File: src/rtl/clk_pkg.sv
// -----------------------------------------------------------------------------
// clk_pkg
// Shared definitions for the clock-enable scheduler:
//   - DIV_W_DEF   : default divisor width
//   - cfg_state_t : configuration FSM state encoding
//   - ch_idx_w()  : channel-index width, never narrower than 1 bit
// -----------------------------------------------------------------------------
package clk_pkg;

    localparam int unsigned DIV_W_DEF = 16;

    typedef enum logic [0:0] {
        CFG_IDLE = 1'b0,
        CFG_PEND = 1'b1
    } cfg_state_t;

    function automatic int unsigned ch_idx_w(input int unsigned n);
        return (n > 1) ? $clog2(n) : 1;
    endfunction

endpackage

File: src/rtl/clk_en_counter.sv
// -----------------------------------------------------------------------------
// clk_en_counter
// One tick channel: free-running modulo counter that emits a registered
// single-cycle enable pulse at the end of every period of max(div,1) cycles.
// Ports:
//   clk, rst_n   clock, asynchronous active-low reset
//   load_i       commit new div/en this edge (also restarts the period)
//   load_div_i   new divisor (0 behaves as 1)
//   load_en_i    new enable state
//   tick_o       registered enable pulse
//   term_o       combinational: channel enabled and in last cycle of period
//   en_o         current enable state
// -----------------------------------------------------------------------------
module clk_en_counter
    import clk_pkg::*;
#(
    parameter int unsigned DIV_W     = DIV_W_DEF,
    parameter int unsigned RESET_DIV = 2
) (
    input  logic             clk,
    input  logic             rst_n,
    input  logic             load_i,
    input  logic [DIV_W-1:0] load_div_i,
    input  logic             load_en_i,
    output logic             tick_o,
    output logic             term_o,
    output logic             en_o
);

    logic [DIV_W-1:0] cnt_q, cnt_d;
    logic [DIV_W-1:0] div_q, div_d;
    logic             en_q, en_d;
    logic             tick_q, tick_d;
    logic [DIV_W-1:0] last_cnt;

    // A stored divisor of 0 behaves as 1, so its terminal count is 0.
    assign last_cnt = (div_q == '0) ? '0 : div_q - 1'b1;
    assign term_o   = en_q && (cnt_q == last_cnt);
    assign tick_o   = tick_q;
    assign en_o     = en_q;

    always_comb begin
        cnt_d  = cnt_q;
        div_d  = div_q;
        en_d   = en_q;
        tick_d = 1'b0;
        if (en_q) begin
            if (cnt_q == last_cnt) begin
                cnt_d  = '0;
                tick_d = 1'b1;
            end else begin
                cnt_d = cnt_q + 1'b1;
            end
        end
        // A load keeps tick_d untouched so the old period's terminal tick
        // still fires on the commit edge.
        if (load_i) begin
            div_d = load_div_i;
            en_d  = load_en_i;
            cnt_d = '0;
        end
    end

    always_ff @(posedge clk or negedge rst_n) begin
        if (!rst_n) begin
            cnt_q  <= '0;
            div_q  <= DIV_W'(RESET_DIV);
            en_q   <= 1'b0;
            tick_q <= 1'b0;
        end else begin
            cnt_q  <= cnt_d;
            div_q  <= div_d;
            en_q   <= en_d;
            tick_q <= tick_d;
        end
    end

endmodule

File: src/rtl/clk_en_scheduler.sv
// -----------------------------------------------------------------------------
// clk_en_scheduler
// NUM_CH independent clock-enable tick generators with runtime-programmable
// periods. A single-entry valid/ready config port reprograms one channel; the
// change commits only on that channel's period boundary (or at once when the
// channel is disabled), so no runt or stretched periods are produced.
// Ports:
//   clk, rst_n  clock, asynchronous active-low reset
//   cfg_valid   config request valid
//   cfg_ready   request can be accepted (only in IDLE)
//   cfg_ch      target channel
//   cfg_div     new period in cycles (0 treated as 1)
//   cfg_en      new enable state
//   cfg_err     1-cycle pulse: accepted request named a nonexistent channel
//   busy        request accepted, waiting to commit
//   tick        per-channel registered enable pulses
// -----------------------------------------------------------------------------
module clk_en_scheduler
    import clk_pkg::*;
#(
    parameter  int unsigned NUM_CH    = 4,
    parameter  int unsigned DIV_W     = DIV_W_DEF,
    parameter  int unsigned RESET_DIV = 2,
    localparam int unsigned CH_W      = ch_idx_w(NUM_CH)
) (
    input  logic              clk,
    input  logic              rst_n,
    input  logic              cfg_valid,
    output logic              cfg_ready,
    input  logic [CH_W-1:0]   cfg_ch,
    input  logic [DIV_W-1:0]  cfg_div,
    input  logic              cfg_en,
    output logic              cfg_err,
    output logic              busy,
    output logic [NUM_CH-1:0] tick
);

    cfg_state_t        state_q, state_d;
    logic [CH_W-1:0]   req_ch_q, req_ch_d;
    logic [DIV_W-1:0]  req_div_q, req_div_d;
    logic              req_en_q, req_en_d;
    logic              err_q, err_d;

    logic [NUM_CH-1:0] load;
    logic [NUM_CH-1:0] term;
    logic [NUM_CH-1:0] ch_en;
    logic              ch_bad;

    // Extra leading bit lets NUM_CH itself be represented for the compare.
    assign ch_bad  = {1'b0, cfg_ch} >= NUM_CH[CH_W:0];
    assign cfg_err = err_q;

    always_comb begin
        state_d   = state_q;
        req_ch_d  = req_ch_q;
        req_div_d = req_div_q;
        req_en_d  = req_en_q;
        err_d     = 1'b0;
        load      = '0;
        cfg_ready = 1'b0;
        busy      = 1'b0;
        case (state_q)
            CFG_IDLE: begin
                cfg_ready = 1'b1;
                if (cfg_valid) begin
                    if (ch_bad) begin
                        err_d = 1'b1;
                    end else begin
                        req_ch_d  = cfg_ch;
                        req_div_d = cfg_div;
                        req_en_d  = cfg_en;
                        state_d   = CFG_PEND;
                    end
                end
            end
            CFG_PEND: begin
                busy = 1'b1;
                for (int unsigned i = 0; i < NUM_CH; i++) begin
                    if ((req_ch_q == CH_W'(i)) && (!ch_en[i] || term[i])) begin
                        load[i] = 1'b1;
                        state_d = CFG_IDLE;
                    end
                end
            end
            default: state_d = CFG_IDLE;
        endcase
    end

    always_ff @(posedge clk or negedge rst_n) begin
        if (!rst_n) begin
            state_q   <= CFG_IDLE;
            req_ch_q  <= '0;
            req_div_q <= '0;
            req_en_q  <= 1'b0;
            err_q     <= 1'b0;
        end else begin
            state_q   <= state_d;
            req_ch_q  <= req_ch_d;
            req_div_q <= req_div_d;
            req_en_q  <= req_en_d;
            err_q     <= err_d;
        end
    end

    for (genvar g = 0; g < NUM_CH; g++) begin : g_ch
        clk_en_counter #(
            .DIV_W     (DIV_W),
            .RESET_DIV (RESET_DIV)
        ) u_cnt (
            .clk        (clk),
            .rst_n      (rst_n),
            .load_i     (load[g]),
            .load_div_i (req_div_q),
            .load_en_i  (req_en_q),
            .tick_o     (tick[g]),
            .term_o     (term[g]),
            .en_o       (ch_en[g])
        );
    end

endmodule

File: config.mk
export PLATFORM = sky130hd
export DESIGN_NAME = clk_en_scheduler
export DESIGN_NICKNAME = d
export VERILOG_FILES = /design/src/rtl/clk_pkg.sv /design/src/rtl/clk_en_counter.sv /design/src/rtl/clk_en_scheduler.sv
export SDC_FILE = /design/constraint.sdc
export NUM_CORES = 1
export LEC_CHECK = 0
export CORE_MARGIN = 5
export CORE_UTILIZATION = 40
export DETAILED_ROUTE_END_ITERATION = 10
export PLACE_DENSITY = 0.65
export RECOVER_POWER = 50
export SYNTH_ARGS = -nofsm -noshare
export SYNTH_HDL_FRONTEND = slang
export SYNTH_HIERARCHICAL = 1
export SYNTH_SLANG_ARGS = --single-unit
File: constraint.sdc
create_clock -name clk -period 4.2 [get_ports clk]
set_clock_uncertainty 0.15 [all_clocks]
set_input_delay 1.26 -clock clk [delete_from_list [all_inputs] [get_ports clk]]
set_output_delay 1.26 -clock clk [all_outputs]
set_load 0.01 [all_outputs]
==> qor.yml <==
clock_tree:
  cts_root_buf: "clkbuf_16"
  clk_path_buf_depth: 2
  cts_tree: "built"
  clkLatencyLatePin_ns: 0.43
  cts_max_level: 4
  numCtsBuffers: 17
  cts_sinks: 156
  clk_pin_slew_worst_paths_ns: 0.06
  hold_buffers: 0
finish:
  drive_gt1_share_pct: 23.07
  nets: 1225
  antenna_cells: 0
  fin_util_pct: 49.75
  area_growth_pct: 22.11
  final_cells: 1535
placed_design:
  dp_cells: 1472
  place_congestion: 0.9097
  portBuffers: 27
  dpl.hpwl_um: 19390
global_routing:
  grt_pass1_vias: 8530
  grt_antenna_before_repair: 0
  grt_pass1_wl_um: 45330
  overflow: 0
  grt_max_degree: 77
  grt.total_usage_pct: 19.10
floorplan:
  die_y_um: 170.6
  core_mm2: 0.02533
  die_area_mm2: 0.02911
  die_w_um: 170.6
  pin_count: 29
  fp-row-count: 58
  start_util_pct: 40.74
timing:
  hold_viol: 0
  finalCritPeriodShare_pct: 100.9
  relSlewSlack_pct: -67.45
  period_minus_slack_ns: 4.236
  finalSetupViolCount: 10
  rsz0062_at_grt: "yes"
  whs_ns: 0.3878
  max_freq_mhz: 236.1
  postLayoutSetupSlackWorst_ns: -0.03574
  drv_slew: 45
  tightest_slew_ns: 2.512
  fin_setup_tns_ns: -0.2604
critical_path:
  crit_required_ns: 4.35
  worst-path-max-fanout: 6
  r2r_slack_ns: -0.04
  worstReg2RegStart: "g_ch[1].u_cnt/div_q[8]"
  worstRegToRegCells: 12
  end_kind: "register"
  startpoint_type: "register"
  path_class: "reg2reg"
  cp.arrival_ns: 4.39
  r2r_end: "g_ch[1].u_cnt/div_q[9]"
power:
  ir_drop_mv: 0.3848
  powerDensity_mw_per_mm2: 709.5
  leakagePower_uw: 0.004993
logic_synthesis:
  synthTopCellsByArea: "dfrtp_1 (37%), mux2_2 (5.6%), xnor2_1 (3.6%)"
  synth_edf_count: 0
  netlist_area_mm2: 0.01032
  synthCells: 1110
  syn_avg_cell_area_um2: 9.296
  async_flop_share_pct: 100.0
  ys_seq_area_share_pct: 37.88
  yosysTopAreaCellShare_pct: 36.86
  syn_nets: 1140
  ys_ff_latch: 156
  ys_types: 85
  yosysWarnings: 6
  synth_ff_type: "dfrtp_1"
  synth_area_leader_cell: "dfrtp_1"
route:
  drtPass1Iterations: 5
  wl_um: 28460
  ant_nets: 0
  wire_per_inst_um: 18.54
  drtIter0Drc: 868
  vias: 9040
  viasPerCell: 5.889
  remaining_drc_errors: 0
hold_path:
  hold_depth: 2
  min_to: "g_ch[1].u_cnt/div_q[1]"
  hold_path.class: "reg2reg"
  min_from: "g_ch[1].u_cnt/div_q[1]"
status:
  status: "finished, violations left"
  violations: "max-capacitance violations, max-slew violations, negative setup slack"
run:
  cap_violations: 1
==> timing repair <==
item | in CTS | in global routing
endpoints found under the setup margin | 43 | 95
pin swaps | 1 | 20
gates cloned | 2 | 3
gates resized for setup | 12 | 60
setup buffers | 5 | 25
==> placed cells by master, fill, tap and decap left out, types with 19 or more instances in the layout <==
cell	synthesis	final
dfrtp_1	152	152
buf_4	1	102
nand2_1	95	95
nor3_1	64	61
nor2_1	56	50
xnor2_1	43	43
xor2_1	37	37
inv_1	41	36
o21ai_0	40	36
nand4_1	35	35
nand3_1	34	34
nor4_1	34	28
mux2_2	51	27
clkdlybuf4s50_1	0	26
mux2_4	0	24
and3_1	22	22
a211oi_1	22	22
a21oi_1	21	21
clkbuf_16	0	19
==> stage by stage <==
step / total power [uW] / area, um^2 / setup WS (ns)
detailed placement: 6769 / 11420 / -0.1080
CTS: 8510 / 12160 / -0.005240
global placement: 6686 / 11420 / -0.02812
global route: 9500 / 12600 / -0.1660
floorplan: 5549 / 10470 / -0.05353
finish: 8939 / 12600 / -0.03574
==> critical path: stages (launching register included) <==
cell and delay (ns):
dfrtp_1 0.46, or4_1 0.60, nor4_1 0.33, xnor2_1 0.24, or4bb_1 0.51, o311a_1 0.16, or4_4 0.52, nor2_4 0.14
inv_2 0.05, a2111oi_4 0.29, buf_6 0.21, clkbuf_16 0.16, mux2_4 0.29
==> flip-flops by register name, summed over array words and instances, names as in the netlist <==
| name | count |
|---|---|
| req_ch_q | 2 |
| req_en_q | 1 |
| g_ch.u_cnt/tick_o | 4 |
| state_q | 1 |
| g_ch.u_cnt/en_o | 4 |
| req_div_q | 16 |
| g_ch.u_cnt/cnt_q | 64 |
| g_ch.u_cnt/div_q | 64 |
==> cells by family (layout without fill, tap and decap cells) <==
group	count (synthesis)	in the layout	synth area share [%]
XOR/XNOR	82	82	7.251
flip-flops	156	156	37.88
multiplexers	87	87	9.264
AND/OR/NAND/NOR	457	457	25.12
other	1	1	0.03634
AO/OA/AOI/OAI	198	198	14.25
buffers and inverters	121	216	5.226
adder cells (fa/ha/maj)	8	8	0.9701
==> layout make-up <==
class / count / area [um^2]
clock inverter: 7 / 115.1
sequential: 156 / 3909
fill: 2293 / 12730
clock buffer: 22 / 474.2
multi-input combinational: 833 / 6211
inverter: 41 / 156.4
timing repair buffer: 146 / 1321
tap: 330 / 412.9
==> metal layers <==
| layer | up-vias | GRT usage, % | routed length, um | part of all wire, % |
|---|---|---|---|---|
| met5 | - | 0 | 0 | 0 |
| met1 | 4481 | 26.97 | 13180 | 46 |
| met4 | 0 | 4.896 | 348 | 1.2 |
| met2 | 246 | 30.93 | 13730 | 48 |
| li1 | 4284 | - | - | - |
| met3 | 29 | 2.842 | 1201 | 4.2 |
==> worst max path at each step <==
stage,slack (ns),depth (start not counted),end,start
6_report,-0.04,12,g_ch[1].u_cnt/div_q[9],g_ch[1].u_cnt/div_q[8]
5_1_grt,-0.17,15,g_ch[0].u_cnt/div_q[5],g_ch[0].u_cnt/div_q[7]
4_1_cts,-0.005,14,g_ch[1].u_cnt/div_q[12],g_ch[1].u_cnt/div_q[0]
3_5_place_dp,-0.11,14,g_ch[1].u_cnt/cnt_q[1],g_ch[1].u_cnt/div_q[0]
3_3_place_gp,-0.03,14,g_ch[1].u_cnt/cnt_q[1],g_ch[1].u_cnt/div_q[0]
2_1_floorplan,-0.05,14,g_ch[1].u_cnt/div_q[12],g_ch[1].u_cnt/div_q[0]
==> Yosys cell counts (17+ instances only) <==
| library cell | number |
|---|---|
| dfrtp_1 | 152 |
| a21oi_1 | 21 |
| o21ai_0 | 40 |
| nand2_1 | 95 |
| nand3_1 | 34 |
| nor4_1 | 34 |
| nor3_1 | 64 |
| inv_1 | 41 |
| nand4_1 | 35 |
| nor2_1 | 56 |
| a211oi_1 | 22 |
| clkbuf_1 | 56 |
| mux2i_1 | 19 |
| xor2_1 | 37 |
| xnor2_1 | 43 |
| mux2_1 | 17 |
| mux2_2 | 51 |
| and3_1 | 22 |
==> where the power goes <==
| group | leakage (uW) | internal [uW] | switching (uW) | total [uW] |
|---|---|---|---|---|
| sequential | 0.00194 | 2040 | 938 | 2980 |
| clock | 0.000284 | 971 | 621 | 1590 |
| combinational | 0.00277 | 2210 | 2150 | 4370 |
No activity file was read; power rests on OpenSTA's default activity.
